## src/rtl/write_buffer_alloc_pkg.sv

```systemverilog
`default_nettype none
// ============================================================================
//  Package : MemoryController_Definitions
//  Shared write-buffer constants and types for the memory-controller write path.
//  Rev 1.0 : initial release
// ============================================================================
package MemoryController_Definitions;

  localparam int WRITE_BUF_DEPTH = 8;
  localparam int WB_IDX_W        = $clog2(WRITE_BUF_DEPTH);

  typedef logic [WB_IDX_W-1:0] wb_idx_t;

  // Padding keeps valid/issued at the top two bits of a 128-bit word.
  typedef struct packed {
    logic        valid;
    logic        issued;
    logic [29:0] pad;
    logic [31:0] addr;
    logic [63:0] data;
  } WriteBufEntry_t;

endpackage
`default_nettype wire

```

## src/rtl/write_buffer_alloc_wb_lsb_find.sv

```systemverilog
`default_nettype none
// ============================================================================
//  Module : wb_lsb_find
//  Combinational LSB-first finder: lowest set bit of a mask plus a found flag.
//  Rev 1.0 : initial release
// ============================================================================
module wb_lsb_find #(
  parameter int NUM_ENTRY = 8,
  parameter int IDX_W     = $clog2(NUM_ENTRY)
) (
  input  logic [NUM_ENTRY-1:0] i_mask,
  output logic                 o_found,
  output logic [IDX_W-1:0]     o_idx
);

  // Scanning from the top down lets the lowest set bit win.
  always_comb begin
    o_found = 1'b0;
    o_idx   = '0;
    for (int i = NUM_ENTRY - 1; i >= 0; i--) begin
      if (i_mask[i]) begin
        o_found = 1'b1;
        o_idx   = IDX_W'(i);
      end
    end
  end

endmodule
`default_nettype wire

```

## src/rtl/write_buffer_alloc.sv

```systemverilog
`default_nettype none
// ============================================================================
//  Module : write_buffer_alloc
//  Write-buffer entry array: LSB-first allocate, issue and retire of entries.
//  Rev 1.0 : initial release
// ============================================================================
module write_buffer_alloc
  import MemoryController_Definitions::*;
#(
  parameter int NUM_ENTRY = WRITE_BUF_DEPTH,
  parameter int IDX_W     = $clog2(NUM_ENTRY),
  parameter int ADDR_W    = 32,
  parameter int DATA_W    = 64
) (
  input  logic              clk,
  input  logic              rst,
  input  logic              wr_req_valid,
  output logic              wr_req_ready,
  input  logic [ADDR_W-1:0] wr_req_addr,
  input  logic [DATA_W-1:0] wr_req_data,
  output logic [IDX_W-1:0]  wr_alloc_idx,
  output logic              iss_valid,
  input  logic              iss_ready,
  output logic [IDX_W-1:0]  iss_idx,
  output logic [ADDR_W-1:0] iss_addr,
  output logic [DATA_W-1:0] iss_data,
  input  logic              wr_done,
  output logic              full,
  output logic              empty,
  output logic [IDX_W:0]    count,
  output logic              err_spurious_done
);

  logic [NUM_ENTRY-1:0] valid_q,  valid_d;
  logic [NUM_ENTRY-1:0] issued_q, issued_d;
  logic [ADDR_W-1:0]    addr_q [NUM_ENTRY];
  logic [ADDR_W-1:0]    addr_d [NUM_ENTRY];
  logic [DATA_W-1:0]    data_q [NUM_ENTRY];
  logic [DATA_W-1:0]    data_d [NUM_ENTRY];
  logic [IDX_W:0]       count_q,  count_d;
  logic                 err_q,    err_d;

  logic             free_found, pend_found, done_found;
  logic [IDX_W-1:0] free_idx,   pend_idx,   done_idx;
  logic             do_alloc,   do_issue,   do_retire;

  wb_lsb_find #(.NUM_ENTRY(NUM_ENTRY), .IDX_W(IDX_W)) u_find_free (
    .i_mask  (~valid_q),
    .o_found (free_found),
    .o_idx   (free_idx)
  );

  wb_lsb_find #(.NUM_ENTRY(NUM_ENTRY), .IDX_W(IDX_W)) u_find_pend (
    .i_mask  (valid_q & ~issued_q),
    .o_found (pend_found),
    .o_idx   (pend_idx)
  );

  wb_lsb_find #(.NUM_ENTRY(NUM_ENTRY), .IDX_W(IDX_W)) u_find_done (
    .i_mask  (valid_q & issued_q),
    .o_found (done_found),
    .o_idx   (done_idx)
  );

  assign full              = (count_q == (IDX_W+1)'(NUM_ENTRY));
  assign empty             = (count_q == '0);
  assign count             = count_q;
  assign err_spurious_done = err_q;

  assign wr_req_ready = !rst && !full;
  assign wr_alloc_idx = (!rst && free_found) ? free_idx : '0;
  assign iss_valid    = !rst && pend_found;
  assign iss_idx      = iss_valid ? pend_idx         : '0;
  assign iss_addr     = iss_valid ? addr_q[pend_idx] : '0;
  assign iss_data     = iss_valid ? data_q[pend_idx] : '0;

  assign do_alloc  = wr_req_valid && wr_req_ready;
  assign do_issue  = iss_valid && iss_ready;
  assign do_retire = wr_done && done_found;

  // The three finders select disjoint slots, so the updates never collide.
  always_comb begin
    valid_d  = valid_q;
    issued_d = issued_q;
    addr_d   = addr_q;
    data_d   = data_q;
    if (do_alloc) begin
      valid_d[free_idx]  = 1'b1;
      issued_d[free_idx] = 1'b0;
      addr_d[free_idx]   = wr_req_addr;
      data_d[free_idx]   = wr_req_data;
    end
    if (do_issue) begin
      issued_d[pend_idx] = 1'b1;
    end
    if (do_retire) begin
      valid_d[done_idx]  = 1'b0;
      issued_d[done_idx] = 1'b0;
    end
    count_d = count_q + (IDX_W+1)'(do_alloc) - (IDX_W+1)'(do_retire);
    err_d   = err_q | (wr_done && !done_found);
  end

  always_ff @(posedge clk) begin
    if (rst) begin
      valid_q  <= '0;
      issued_q <= '0;
      count_q  <= '0;
      err_q    <= 1'b0;
    end else begin
      valid_q  <= valid_d;
      issued_q <= issued_d;
      count_q  <= count_d;
      err_q    <= err_d;
    end
  end

  // Payload needs no reset: it is only visible behind a set valid flag.
  always_ff @(posedge clk) begin
    addr_q <= addr_d;
    data_q <= data_d;
  end

endmodule
`default_nettype wire

```

## config.mk

```make
export PLATFORM = sky130hd
export DESIGN_NAME = write_buffer_alloc
export DESIGN_NICKNAME = d
export VERILOG_FILES = /design/src/rtl/write_buffer_alloc_pkg.sv /design/src/rtl/write_buffer_alloc_wb_lsb_find.sv /design/src/rtl/write_buffer_alloc.sv
export SDC_FILE = /design/constraint.sdc
export NUM_CORES = 1
export LEC_CHECK = 0
export ABC_AREA = 1
export CORE_ASPECT_RATIO = 1.75
export CORE_MARGIN = 2
export CORE_UTILIZATION = 55
export DETAILED_ROUTE_END_ITERATION = 10
export HOLD_SLACK_MARGIN = 0.06
export PLACE_DENSITY = 0.74
export SLEW_MARGIN = 30
export SYNTH_ARGS = -nofsm -noshare
export SYNTH_HDL_FRONTEND = slang
export SYNTH_SLANG_ARGS = --single-unit
```

## constraint.sdc

```tcl
create_clock -name clk -period 8.58 [get_ports clk]
set_input_delay 1.716 -clock clk [delete_from_list [all_inputs] [get_ports clk]]
set_output_delay 1.716 -clock clk [all_outputs]
set_load 0.01 [all_outputs]
```

==> flow_metrics.env <==
export IMPL_status="completed"
export IMPL_ctsHtreeMaxLevel=3
export IMPL_vias=24700
export IMPL_fillers=5037
export IMPL_timing_fmax_mhz=152
export IMPL_finClkSkew_ps=14.3
export IMPL_syn_area_um2=35900
export IMPL_p_per_area_nw_per_um2=193
export IMPL_synth_avg_cell_area_um2=10.2
export IMPL_area_growth_pct=13.4
export IMPL_slew_headroom_pct=31.1
export IMPL_place_congestion=0.884
export IMPL_numCtsBuffers=71
export IMPL_place_hpwl_mm=45.6
export IMPL_clockRootBuffer="clkbuf_16"
export IMPL_die_w_um=197
export IMPL_yosysWarnings=0
export IMPL_io_pin_count=212
export IMPL_cts_sinks=789
export IMPL_rsz0062_at_grt="false"
export IMPL_postCtsResizedCells=0
export IMPL_worstSetupPathType="reg -> out"
export IMPL_cp_cell_sequence="nand2_1 -> nand2_8 -> inv_2 -> nand2_1 -> nand2_4 -> nand2_8 -> buf_16 -> buf_4 -> nand3_1 -> nand3_1 -> nor2_1 -> nor2_1 -> nor2_1 -> clkdlybuf4s50_1"
export IMPL_slew_violations=0
export IMPL_placed_cell_area_um2=38600
export IMPL_port_buffers=211
export IMPL_arrival_ps=4850
export IMPL_die_h_um=342
export IMPL_grt_pass1_wl_mm=135
export IMPL_initial_core_util_pct=55.3
export IMPL_final_cell_area_um2=40700
export IMPL_drc_errors=0
export IMPL_worstPathMaxFanout=88
export IMPL_cp_end_kind="primary output"
export IMPL_grt_usage_pct=26.3
export IMPL_worstPathRequired_ps=6860
export IMPL_rows=124
export IMPL_hold_buffers=0
export IMPL_path_clk_slew_ps=60
export IMPL_period_needed_ps=6560
export IMPL_rrSetupSlack_ps=4890
export IMPL_synth_cells=3524
export IMPL_grt_ovfl_total=0
export IMPL_finalSetupViolCount=0
export IMPL_path_delay_family="simple AND/OR/NAND/NOR gates"
export IMPL_tns_ps=0
export IMPL_timing_final_hold_violations=0
export IMPL_grt_start_max_net_pins=201
export IMPL_fin_nets=3744
export IMPL_antenna_found_initial=11
export IMPL_grt_pass1_vias=24000
export IMPL_crit_top_cell="nor2_1"
export IMPL_synth_seq_area_share_pct=65.3
export IMPL_hold_ws_ps=461
export IMPL_avgRoutedWirePerCell_um=19.5
export IMPL_ys_seq_elements=789
export IMPL_dieArea_um2=67500
export IMPL_power_total_mw=7.87
export IMPL_clock_path_buffers=3
export IMPL_core_area_um2=65000
export IMPL_holdCritPathClass="reg -> reg"
export IMPL_ant_nets=0
export IMPL_final_util_pct=62.7
export IMPL_cts_tree="yes"
export IMPL_maxCapViolCount=0
export IMPL_cts_setup_buffers=0
export IMPL_worst_pin_slew_ps=1030
export IMPL_final_period_utilization_pct=76.5
export IMPL_ir_worst_vdd_mv=0.169
export IMPL_synth_distinct_cells=29
export IMPL_firstDrtPassIters=5
export IMPL_worstSkewPairLatency_ps=590
export IMPL_syn_num_nets=3632
export IMPL_startpoint_type="flop"
export IMPL_slowest_delay_ps=600
export IMPL_layout_drive_gt1_share_pct=4.26
export IMPL_drt_iter0_drc=1808
export IMPL_path_buf_inv=4
export IMPL_viasPerCell=5.48
export IMPL_p_leak_nw=16.7
export IMPL_wl_mm=87.8
export IMPL_cp_slowest_cell="nand2_8"
==> registers in the layout (all words and copies together) (netlist names) <==
register	count
data_q	512
addr_q	256
issued_q	8
valid_q	8
count	4
err_spurious_done	1
==> metal layers <==
metal  GRT usage, %  up-vias  share of wire, %
met5              0        -              0.13
met4           10.9       16               3.6
met3           4.18      200               6.8
met2           47.1      864                51
met1           31.4    11900                38
li1               -    11800                 -
==> logic make-up (layout without fill, tap and decap cells) <==
logic type	after synthesis	after routing	synth area share [%]
simple gates	1664	1664	22.5
buf+inv	1032	1193	11.4
flops	789	789	65.3
compound gates	31	31	0.491
fa+ha+maj	7	7	0.265
xor+xnor	1	1	0.0244
other cells	0	3	0
==> cell usage after synthesis (all sizes together) <==
cell type | n | area [um^2]
edfxtp | 768 | 23100
buf | 161 | 820
nor2 | 416 | 1570
o21a | 2 | 15.0
ha | 6 | 75.1
a211oi | 1 | 7.51
fa | 1 | 20.0
a21boi | 1 | 7.51
clkbuf | 49 | 184
nor3 | 3 | 15.0
nand4 | 97 | 607
o21ai | 9 | 48.8
nand3b | 192 | 1440
nand3 | 687 | 3440
inv | 821 | 3080
dfxtp | 21 | 420
clkinv | 1 | 3.75
nor3b | 1 | 7.51
nand2 | 268 | 1020
a21oi | 18 | 97.6
xor2 | 1 | 8.76
==> path summary, 6_finish.rpt <==
kind	start	depth (start not counted)	to
setup / recovery	valid_q[5]$_SDFF_PP0_	14	iss_data[31]
hold / removal	err_spurious_done$_SDFF_PP0_	2	err_spurious_done$_SDFF_PP0_
setup reg to reg	issued_q[0]$_SDFF_PP0_	13	issued_q[6]$_SDFF_PP0_
hold reg to reg	err_spurious_done$_SDFF_PP0_	2	err_spurious_done$_SDFF_PP0_
==> placed cells by master, fill, tap and decap left out, drive strengths merged, types with 21 or more instances in the layout <==
cell type,count
dfxtp,21
nand4,97
nand3,687
nand2,268
inv,821
buf,38
clkbuf,84
clkinv,35
clkdlybuf4s50,211
nand3b,192
edfxtp,768
nor2,416
==> through the flow <==
step                worst slack, ps  cells
CTS                            1970   4503
detailed placement             2230   4381
global placement               2340   4379
finish                         2020   4507
floorplan                      1390   3524
global route                   1720   4506
==> worst min-delay path: stages, from the launching register on <==
cell	delay (ps)
dfxtp_1	310
inv_1	50
a21oi_1	50
==> final cells by class <==
type / instances / area (um^2) / share of cell area [%]
diodes: 3 / 7.51 / 0.0184
clock buffers: 84 / 1870 / 4.58
clock inverters: 38 / 262 / 0.642
inverters: 822 / 3110 / 7.63
multi-input cells: 1703 / 8460 / 20.8
flip-flops and latches: 789 / 23500 / 57.6
well taps: 819 / 1020 / 2.51
repair buffers: 249 / 2530 / 6.22
==> where the power goes <==
group / switching (mW) / total [mW] / leakage, nW / internal, mW
registers: 0.0160 / 4.31 / 7.10 / 4.29
logic: 0.400 / 0.585 / 8.55 / 0.185
clock network: 1.33 / 2.98 / 1.05 / 1.64
Note: power is estimated with default switching activity, not from simulation.
